<file path="src/rtl/slip_tx_if.sv">
// Byte-stream handshake between a frame producer and the SLIP transmitter.
// A byte transfers on a clock edge where i_byte_valid and o_byte_ready are both high.
interface slip_tx_if;
    logic       i_byte_valid;
    logic [7:0] i_byte;
    logic       o_byte_ready;
    logic       i_frame_end;

    modport master (
        output i_byte_valid,
        output i_byte,
        output i_frame_end,
        input  o_byte_ready
    );

    modport slave (
        input  i_byte_valid,
        input  i_byte,
        input  i_frame_end,
        output o_byte_ready
    );
endinterface

</file>
<file path="src/rtl/slip_tx.sv">
// SLIP frame encoder feeding an 8N1 UART transmitter; escapes 0xC0/0xDB, closes frames with END.
// Optional SLIP_TX_LEADING_END_EN: send an END before the payload to flush receiver noise.
module slip_tx #(
    parameter int CLKS_PER_BIT = 104
) (
    input  logic       clk,
    input  logic       reset,
    input  logic       i_frame_start,
    slip_tx_if.slave   bus,
    output logic       o_busy,
    output logic       o_frame_done,
    output logic       o_uart_tx
);
    typedef enum logic [2:0] {
        F_IDLE, F_START_END, F_WAIT, F_SEND, F_SEND_END, F_DONE
    } f_state_t;
    typedef enum logic [1:0] {U_IDLE, U_START, U_DATA, U_STOP} u_state_t;

    localparam logic [15:0] LP_LAST   = 16'(CLKS_PER_BIT - 1);
    localparam logic [15:0] LP_ALMOST = 16'(CLKS_PER_BIT - 2);

    f_state_t    r_f_state, w_f_nxt;
    logic        r_end_latched, w_end_latched_nxt;
    logic        r_end_loaded, w_end_loaded_nxt;
    logic        r_esc_pending, w_esc_pending_nxt;
    logic [7:0]  r_esc_char, w_esc_char_nxt;

    u_state_t    r_u_state, w_u_nxt;
    logic [15:0] r_timer, w_timer_nxt;
    logic [2:0]  r_bit_idx, w_bit_idx_nxt;
    logic [7:0]  r_shift, w_shift_nxt;
    logic        r_tx, w_tx_nxt;

    logic        w_load;
    logic [7:0]  w_load_char;
    logic        w_bit_end, w_char_end, w_uart_free, w_almost, w_hs;

    assign w_bit_end   = (r_timer == LP_LAST);
    assign w_char_end  = (r_u_state == U_STOP) && w_bit_end;
    assign w_uart_free = (r_u_state == U_IDLE) || w_char_end;
    // One cycle before the stop bit ends, so the next char can be loaded without a gap.
    assign w_almost    = (r_u_state == U_STOP) && (r_timer == LP_ALMOST);
    assign w_hs        = bus.i_byte_valid && (r_f_state == F_WAIT);

    assign bus.o_byte_ready = (r_f_state == F_WAIT);
    assign o_busy           = (r_f_state != F_IDLE) && (r_f_state != F_DONE);
    assign o_frame_done     = (r_f_state == F_DONE);
    assign o_uart_tx        = r_tx;

    always_comb begin
        w_f_nxt           = r_f_state;
        w_end_latched_nxt = r_end_latched;
        w_end_loaded_nxt  = r_end_loaded;
        w_esc_pending_nxt = r_esc_pending;
        w_esc_char_nxt    = r_esc_char;
        w_load            = 1'b0;
        w_load_char       = 8'hC0;
        case (r_f_state)
            F_IDLE: begin
                if (i_frame_start) begin
                    w_end_latched_nxt = 1'b0;
                    w_end_loaded_nxt  = 1'b0;
                    w_esc_pending_nxt = 1'b0;
`ifdef SLIP_TX_LEADING_END_EN
                    w_load  = 1'b1;
                    w_f_nxt = F_START_END;
`else
                    w_f_nxt = F_WAIT;
`endif
                end
            end
            F_START_END: begin
                if (w_char_end) w_f_nxt = F_WAIT;
            end
            F_WAIT: begin
                if (w_hs) begin
                    w_load            = 1'b1;
                    w_end_latched_nxt = bus.i_frame_end;
                    w_f_nxt           = F_SEND;
                    if (bus.i_byte == 8'hC0 || bus.i_byte == 8'hDB) begin
                        w_load_char       = 8'hDB;
                        w_esc_pending_nxt = 1'b1;
                        w_esc_char_nxt    = (bus.i_byte == 8'hC0) ? 8'hDC : 8'hDD;
                    end else begin
                        w_load_char = bus.i_byte;
                    end
                end else if (bus.i_frame_end) begin
                    w_load           = 1'b1;
                    w_end_loaded_nxt = 1'b1;
                    w_f_nxt          = F_SEND_END;
                end
            end
            F_SEND: begin
                if (r_esc_pending) begin
                    if (w_uart_free) begin
                        w_load            = 1'b1;
                        w_load_char       = r_esc_char;
                        w_esc_pending_nxt = 1'b0;
                    end
                end else if (w_almost) begin
                    w_f_nxt          = r_end_latched ? F_SEND_END : F_WAIT;
                    w_end_loaded_nxt = 1'b0;
                end
            end
            F_SEND_END: begin
                if (!r_end_loaded) begin
                    if (w_uart_free) begin
                        w_load           = 1'b1;
                        w_end_loaded_nxt = 1'b1;
                    end
                end else if (w_char_end) begin
                    w_f_nxt = F_DONE;
                end
            end
            F_DONE:  w_f_nxt = F_IDLE;
            default: w_f_nxt = F_IDLE;
        endcase
    end

    always_comb begin
        w_u_nxt       = r_u_state;
        w_timer_nxt   = w_bit_end ? 16'd0 : r_timer + 16'd1;
        w_bit_idx_nxt = r_bit_idx;
        w_shift_nxt   = r_shift;
        w_tx_nxt      = r_tx;
        if (w_load) begin
            w_u_nxt       = U_START;
            w_timer_nxt   = 16'd0;
            w_bit_idx_nxt = 3'd0;
            w_shift_nxt   = w_load_char;
            w_tx_nxt      = 1'b0;
        end else begin
            case (r_u_state)
                U_IDLE: begin
                    w_timer_nxt = 16'd0;
                    w_tx_nxt    = 1'b1;
                end
                U_START: begin
                    if (w_bit_end) begin
                        w_u_nxt  = U_DATA;
                        w_tx_nxt = r_shift[0];
                    end
                end
                U_DATA: begin
                    if (w_bit_end) begin
                        if (r_bit_idx == 3'd7) begin
                            w_u_nxt  = U_STOP;
                            w_tx_nxt = 1'b1;
                        end else begin
                            w_bit_idx_nxt = r_bit_idx + 3'd1;
                            w_shift_nxt   = {1'b0, r_shift[7:1]};
                            w_tx_nxt      = r_shift[1];
                        end
                    end
                end
                U_STOP: begin
                    if (w_bit_end) w_u_nxt = U_IDLE;
                end
                default: w_u_nxt = U_IDLE;
            endcase
        end
    end

    always_ff @(posedge clk) begin
        if (reset) begin
            r_f_state     <= F_IDLE;
            r_end_latched <= 1'b0;
            r_end_loaded  <= 1'b0;
            r_esc_pending <= 1'b0;
            r_esc_char    <= 8'h00;
            r_u_state     <= U_IDLE;
            r_timer       <= 16'd0;
            r_bit_idx     <= 3'd0;
            r_shift       <= 8'h00;
            r_tx          <= 1'b1;
        end else begin
            r_f_state     <= w_f_nxt;
            r_end_latched <= w_end_latched_nxt;
            r_end_loaded  <= w_end_loaded_nxt;
            r_esc_pending <= w_esc_pending_nxt;
            r_esc_char    <= w_esc_char_nxt;
            r_u_state     <= w_u_nxt;
            r_timer       <= w_timer_nxt;
            r_bit_idx     <= w_bit_idx_nxt;
            r_shift       <= w_shift_nxt;
            r_tx          <= w_tx_nxt;
        end
    end
endmodule
</file>
<file path="src/flat_wrapper.sv">
// flat-port wrapper written by rule: the top's interface ports become plain ports
module slip_tx_flat 
#(
    parameter int CLKS_PER_BIT = 104
)
  (clk, reset, i_frame_start, o_busy, o_frame_done, o_uart_tx, bus_i_byte_valid, bus_i_byte, bus_i_frame_end, bus_o_byte_ready);
  slip_tx_if bus_i ();
  input  logic clk;
  input  logic reset;
  input  logic i_frame_start;
  output logic o_busy;
  output logic o_frame_done;
  output logic o_uart_tx;
  input wire logic [$bits(bus_i.i_byte_valid)-1:0] bus_i_byte_valid;
  input wire logic [$bits(bus_i.i_byte)-1:0] bus_i_byte;
  input wire logic [$bits(bus_i.i_frame_end)-1:0] bus_i_frame_end;
  output wire logic [$bits(bus_i.o_byte_ready)-1:0] bus_o_byte_ready;
  assign bus_i.i_byte_valid = bus_i_byte_valid;
  assign bus_i.i_byte = bus_i_byte;
  assign bus_i.i_frame_end = bus_i_frame_end;
  assign bus_o_byte_ready = bus_i.o_byte_ready;
  slip_tx #(.CLKS_PER_BIT(CLKS_PER_BIT)) u_core (.clk(clk), .reset(reset), .i_frame_start(i_frame_start), .bus(bus_i), .o_busy(o_busy), .o_frame_done(o_frame_done), .o_uart_tx(o_uart_tx));
endmodule
</file>
<file path="config.mk">
export PLATFORM = sky130hd
export DESIGN_NAME = slip_tx_flat
export DESIGN_NICKNAME = d
export VERILOG_FILES = /design/src/rtl/slip_tx_if.sv /design/src/rtl/slip_tx.sv /design/src/flat_wrapper.sv
export SDC_FILE = /design/constraint.sdc
export NUM_CORES = 1
export LEC_CHECK = 0
export CORE_MARGIN = 2
export CORE_UTILIZATION = 52
export CTS_CLUSTER_DIAMETER = 50
export DETAILED_ROUTE_END_ITERATION = 6
export PLACE_DENSITY_LB_ADDON = 0.15
export SLEW_MARGIN = 0
export SYNTH_ARGS = -nofsm -noshare
export SYNTH_HDL_FRONTEND = slang
export SYNTH_SLANG_ARGS = --single-unit
</file>
<file path="constraint.sdc">
create_clock -name clk -period 2 [get_ports clk]
set_input_delay 0.3 -clock clk [delete_from_list [all_inputs] [get_ports clk]]
set_output_delay 0.3 -clock clk [all_outputs]
set_load 0.01 [all_outputs]
</file>
==> results.txt, run 1 <==
After clock tree synthesis, the clock-pin slew on the worst setup and hold paths is 70 ps. For the pin with the worst max-slew slack, the measured transition is 505.5 ps. The die area is 0.004776 sq mm. The worst stage delay on the critical path is 470 ps.

Routability-driven placement finished with a final weighted congestion of 0.8273. The total core area is 0.004029 sq mm. The post-layout total power came out at 2.597 mW. The total power per unit cell area came out at 999.7 mW/mm^2.

The highest attainable clock frequency is 514.7 MHz. The final setup violation count is 0. The initial antenna violation count is 0. The final wirelength is 4.587 mm. In this run the worst hold path is classified as reg2reg. The setup total negative slack is 0 ps. The count of unique library cells instantiated by Yosys is 60. The net count of the finished layout came out at 313.

The area growth from synthesis to layout came out at 17.82%. Summed over all layers, the global routing overflow is 0. The tree is rooted in a sky130_fd_sc_hd__clkbuf_8. The number of buffers inserted by post-CTS setup repair is 0. In this run, synthesis inferred 0 flip-flops with an integrated enable. The total of max-cap violations is 0. The hold buffer count at CTS came out at 0. Once detail routing completed, the nets flagged for antenna violations numbered 0. The wire length of the first global-routing pass is 7.872 mm.

The total CTS buffers came out at 5. The number of cell instances on the worst register-to-register path came out at 6. The worst setup slack after layout came out at 57.06 ps. Of all nets on the critical path, the largest fanout is 13. Once the clock tree was built, the resizer swapped 2 gates to a different size. Yosys attributes the largest share of cell area to sky130_fd_sc_hd__dfxtp_1 35%, sky130_fd_sc_hd__nor2_1 5.6%, sky130_fd_sc_hd__ha_1 5.1%, sky130_fd_sc_hd__nand2_1 3.7%, sky130_fd_sc_hd__xnor2_1 3.6%. The die is 69.11 um wide.

The final-report hold violation count is 0. The flow ran to the end, and the final reports show no timing, DRC or antenna violations. VDD sags by at most 0.0005695 V. After filler insertion, the fill cell instance count of the layout stands at 363.

The die outline height is 69.11 um. In this run the static leakage power is 0.9566 nW. The H-tree was split into 2 levels. The post-route netlist has 14.48% of its cells at a drive strength greater than 1. In this run, synthesis produced a sequential element count of 38. OpenSTA, run right after detailed placement, puts the worst setup slack at -1.920 ps.

Sorting the synthesized cells by how often they occur yields 38 x sky130_fd_sc_hd__dfxtp_1, 33 x sky130_fd_sc_hd__nor2_1, 22 x sky130_fd_sc_hd__nand2_1. The later pin in the worst-skew pair is clocked with a latency of 280 ps. Dividing the final minimum period by the clock period gives 97.15%.

The pin count of the biggest net entering global routing came out at 21. The number of nets in the synthesized netlist is 284. The aggregate global-route resource usage came out at 19.58%.

The average cell area after synthesis came out at 8.415 sq um. The via count of the first global-routing pass came to 1734. After detailed routing, the average wire length per cell comes to 13.49 um. Counting every instance in the synthesized netlist gives 262.

The number of buffers between clock root and the deepest sink came out at 2. The commonest register cell after synthesis is sky130_fd_sc_hd__dfxtp_1. The sequential share of the synthesized area is 34.51%. The most used standard cell by instance count after synthesis is sky130_fd_sc_hd__dfxtp_1. The category of the worst setup path launch point is a register.

In this run the tool buffered the top-level ports with 16 buffer cells. The max-slew violation count is 0. STA classifies the critical path endpoint as an output pin. Along the worst hold path, the cell count comes to 2.

The largest total area in the synthesized netlist belongs to sky130_fd_sc_hd__dfxtp_1. For this design, the slowest cell found on the critical path is sky130_fd_sc_hd__clkdlybuf4s50_1. The critical path goes through or2_2 -> a21o_1 -> clkdlybuf4s50_1. The worst endpoint data arrival time came out at 1640 ps. The TritonCTS clock tree is done. Setup repair after global routing left no endpoint under its margin.

The number of ports placed on the die boundary is 17. The worst setup path is of the reg2out kind. The number of DRC markers in iteration 0 came out at 115. The CTS sink count is 38. After synthesis, the share of flip-flops with an asynchronous set or reset is 0%. 0 antenna diodes ended up in the layout. The detailed-route via count is 1969. The detailed-router iteration count before antenna repair came out at 4.

In the routed design, unresolved DRC markers number 0. The via density per instance is 5.791. The area fraction of the dominant cell type after synthesis came out at 34.51%.

The required time reported for the critical path endpoint came out at 1700 ps. The minimum period implied by the final worst setup slack is 1943 ps. The initial core utilization is 54.72%.

The area of the mapped netlist is 0.002205 sq mm. The max-slew headroom at the worst pin came out at 65.82%. The number of rows created at floorplan came out at 23.

On the final layout, the worst clock skew is 5.750 ps. The number of warnings printed during yosys synthesis came out at 0. The HPWL after detailed placement is 3.392 mm.
[cell type report]
class | count | area, sq um | share of cell area, %
Inverter | 9 | 33.78 | 1.301
Clock buffer | 6 | 82.58 | 3.179
Sequential cell | 38 | 765.7 | 29.48
Multi-Input combinational cell | 205 | 1370 | 52.75
Timing Repair Buffer | 32 | 282.8 | 10.89
Tap cell | 50 | 62.56 | 2.408
[registers in the layout (all words and copies together) (netlist names), 2 cells and up]
name               cells
u_core.r_timer        16
u_core.r_bit_idx       3
u_core.r_u_state       2
u_core.r_esc_char      2
u_core.r_shift         8
u_core.r_f_state       3
[power by group]
group	total, mW	internal [mW]	switching, mW	leakage [nW]
clock	0.514	0.266	0.249	0.0431
sequential	0.995	0.875	0.120	0.309
combinational	1.09	0.494	0.593	0.604
[kinds of logic (layout without fill, tap and decap cells)]
group | after synthesis | count (layout) | synth area share, %
compound gates | 61 | 61 | 19.24
fa+ha+maj | 9 | 9 | 5.108
mux | 3 | 3 | 1.362
buf+inv | 19 | 47 | 3.689
simple gates | 118 | 118 | 30.53
xor+xnor | 14 | 14 | 5.562
flops | 38 | 38 | 34.51
[through the flow]
step           cells  utilization (%)  area (sq um)  hold slack [ps]
3_3_place_gp     334            62.05          2500            441.3
2_1_floorplan    262                -          2205            435.6
4_1_cts          340            64.16          2585            463.7
5_1_grt          340            64.47          2597            488.4
6_report         340            64.47          2597            461.8
3_5_place_dp     334            62.05          2500            454.1
[placed cells by master (no fill, tap or decap), drive strengths merged, types with 2 or more instances in the layout]
cell           count
o21ai             13
a21o               4
nor2              34
and3               7
xor2               5
buf               16
or3                4
nor3               9
o22ai              3
a22oi              2
nor3b              2
a21boi             3
nor4               3
xnor2              9
nand4              5
ha                 9
a32oi              2
nor2b              5
a31oi              3
nand2b             2
and4               4
a41o               2
a221oi             2
clkbuf             6
nand2             22
dfxtp             38
a211oi             3
or4                2
nand3             11
nor4b              2
a311oi             2
inv                9
clkdlybuf4s50     15
a21oi             14
mux2i              3
o31ai              2
[layer usage]
layer	wire length (um)	vias to the layer above	global-route usage (%)
li1	-	1008	-
met1	2313	921	27.33
met2	2024	34	30.66
met3	193	6	4.094
met4	55	0	5.229
met5	0	-	0
[worst max-delay path, delay by kind of cell (launching register included)]
family,cells,cell delay [ps]
flops,1,390
simple gates,1,340
buf+inv,1,470
compound gates,1,160
[path summary, 6_finish.rpt]
| check | slack (ps) | end | start |
|---|---|---|---|
| worst min register to register | 460 | u_core.r_bit_idx[1] | u_core.r_bit_idx[1] |
| worst max register to register | 130 | u_core.r_shift[7] | u_core.r_u_state[0] |
| worst min-delay path | 460 | u_core.r_bit_idx[1] | u_core.r_bit_idx[1] |
| worst max-delay path | 60 | o_busy | u_core.r_f_state[2] |
No activity file was read; power rests on OpenSTA's default activity.
==> inputs of run 2 (changes only) <==
Settings changed: GPL_TIMING_DRIVEN from default to 0.
==> results.txt, run 2 (synthesized netlist as in run 1, its figures left out) <==
The per-cell routed wire length is 13.60 um (+0.78%). The measured slew at the worst slew-check pin is 625.0 ps (+119.5 ps). The final setup violation count came out at 0 (unchanged). The number of I/O port buffers came out at 16 (unchanged). The required time reported for the critical path endpoint was 2200 ps (+500 ps). The die area was 0.004776 sq mm (unchanged). The fraction of layout instances using a drive strength above 1 came out at 12.54% (-1.9 points).

The sum of overflow across all layers after global routing is 0 (unchanged). The fill cell instance count of the final layout came to 359 (-1.1%). The worst hold path belongs to the class reg2reg. The worst setup path is captured at a register. The library cells used most frequently in the layout, excluding fill and tap cells, are 36 x sky130_fd_sc_hd__dfxtp_1, 33 x sky130_fd_sc_hd__nor2_1, 22 x sky130_fd_sc_hd__nand2_1. The post-layout total power was 2.615 mW (+0.71%).

The minimum setup slack after placement is -206.0 ps (-204.1 ps). The library cell used most frequently in the layout, excluding fill and tap cells, is sky130_fd_sc_hd__dfxtp_1. The utilization after layout came out at 63.51% (-0.96 points). The detailed-route via count is 1936 (-1.7%). The pin count of the biggest net entering global routing came to 12 (-43%). The clock transition at the registers of the reported paths came out at 70 ps (about the same). The total of max-cap violations came to 0 (unchanged).

The net count of the finished layout came to 308 (-1.6%). The post-detailed-route DRC marker count is 0 (unchanged). The number of buffers between clock root and the deepest sink was 2 (unchanged).

The HPWL after detailed placement is 3.425 mm (+0.99%). The register ranked first by flip-flop count is u_core.r_timer. The worst stage delay on the critical path is 360 ps (-110 ps). The final wirelength is 4.582 mm (-0.11%). The via density per instance came to 5.745 (-0.80%). The signal on the critical path passes through ha_2 -> and4_1 -> a41o_2 -> and3_1 -> a21o_1 -> o31ai_1. The worst endpoint data arrival time came to 2080 ps (+440 ps). The wire length of the first global-routing pass came out at 7.679 mm (-2.5%). The max-slew violation count came out at 0 (unchanged). The max-slew headroom at the worst pin is 57.95% (-7.9 points). The final worst-path cycle share came out at 93.77% (-3.4 points). The final antenna diode count was 0 (unchanged).

The number of H-tree levels is 2 (unchanged). The residual antenna-violating net count after detailed routing was 0 (unchanged). The maximum VDD drop came to 0.0006293 V (+11%). The reported leakage power came out at 0.9163 nW (-4.2%).

The worst setup path is launched from a register. The area growth from synthesis to layout came out at 16.06%. The placer congestion estimate is 0.8542 (+3.3%). The total CTS buffers came to 5 (unchanged). The clock latency of the later-clocked register in the worst-skew pair is 290 ps (about the same).

The width of the die is 69.11 um (unchanged). Setup repair after global routing left no endpoint under its margin. The aggregate global-route resource usage came out at 19.38% (-0.20 points). The largest clock skew in the final design is 7.773 ps (+2.023 ps). The number of rows created at floorplan came out at 23 (unchanged). The total power per unit cell area came to 1022 mW/mm^2 (+2.2%). The minimum period implied by the final worst setup slack is 1875 ps (-67.58 ps). The CTS sink count came out at 38 (unchanged). The hold buffer count at CTS came out at 0 (unchanged). The final-report hold violation count came to 0 (unchanged). The initial antenna violation count came to 0 (unchanged). The hold slack came out at 457.8 ps (-3.986 ps). The number of DRC markers in iteration 0 is 143 (+24%). The run finished with clean final reports. TritonCTS built the clock tree.

The initial core utilization is 54.72% (unchanged). The total core area came out at 0.004029 sq mm (unchanged). The highest attainable clock frequency is 533.2 MHz (+3.6%). The via count of the first global-routing pass came out at 1706 (-1.6%). The tree is rooted in a sky130_fd_sc_hd__clkbuf_8. The detailed-router iteration count before antenna repair came to 4 (unchanged). The slowest stage of the critical path belongs to the cell sky130_fd_sc_hd__dfxtp_1. The critical-path maximum fanout was 5 (-8). The die outline height came out at 69.11 um (unchanged). The worst setup slack after layout is 124.6 ps (+67.58 ps). In the final layout, the registers with the most flip-flops are u_core.r_timer: 16 flops, u_core.r_shift: 8 flops. The number of flip-flops in the largest register came to 16 (unchanged).

The number of ports placed on the die boundary is 17 (unchanged). The worst setup path is of the reg2reg kind.
==> run 2: metal layers <==
layer / up-vias / track usage, % / wire length, um
met5: - / 0 / 0
met4: 0 / 7.190 / 80
met3: 10 / 4.386 / 136
met2: 37 / 29.91 / 2065
met1: 888 / 26.44 / 2299
li1: 1001 / - / -
==> run 2: area by class of cell <==
cell class                      count  area (sq um)  area share (%)
Multi-Input combinational cell    205          1383           54.03
Sequential cell                    38         763.2           29.83
Timing Repair Buffer               18         176.4           6.895
Clock buffer                        7         86.33           3.374
Tap cell                           50         62.56           2.445
Buffer                              9         48.80           1.907
Inverter                            9         33.78           1.320
Clock inverter                      1         5.005          0.1956
==> run 2: metrics by stage <==
stage               cell area [sq um]  TNS (ps)  instances
finish                           2559         0        337
global route                     2559         0        337
CTS                              2530         0        336
detailed placement               2427     -2158        328
global placement                 2427     -2082        328
floorplan                        2205         0        262
==> run 2: worst paths after layout <==
kind | from | end | slack (ps) | cells past startpoint
setup / recovery | u_core.r_u_state[0] | u_core.r_shift[7] | 120 | 6
hold / removal | u_core.r_bit_idx[1] | u_core.r_bit_idx[1] | 460 | 2
setup reg to reg | u_core.r_u_state[0] | u_core.r_shift[7] | 120 | 6
hold reg to reg | u_core.r_bit_idx[1] | u_core.r_bit_idx[1] | 460 | 2
==> run 2: where the power goes <==
| group | total [mW] | internal [mW] | switching, mW |
|---|---|---|---|
| sequential | 0.988 | 0.874 | 0.114 |
| combinational | 1.08 | 0.484 | 0.598 |
| clock | 0.546 | 0.278 | 0.268 |
==> run 2: critical path, delay by kind of cell (launching register included) <==
| kind | cells | cell delay [ps] |
|---|---|---|
| AOI/OAI and AO/OA | 3 | 750 |
| and+or+nand+nor | 2 | 440 |
| DFF | 1 | 360 |
| adders and majority gates | 1 | 240 |
==> run 2: repair_timing <==
action / in CTS / in global routing
pin swaps: 0 / 1
setup endpoints to repair: 3 / 20
gates resized for setup: 6 / 7
buffers inserted: 0 / 2
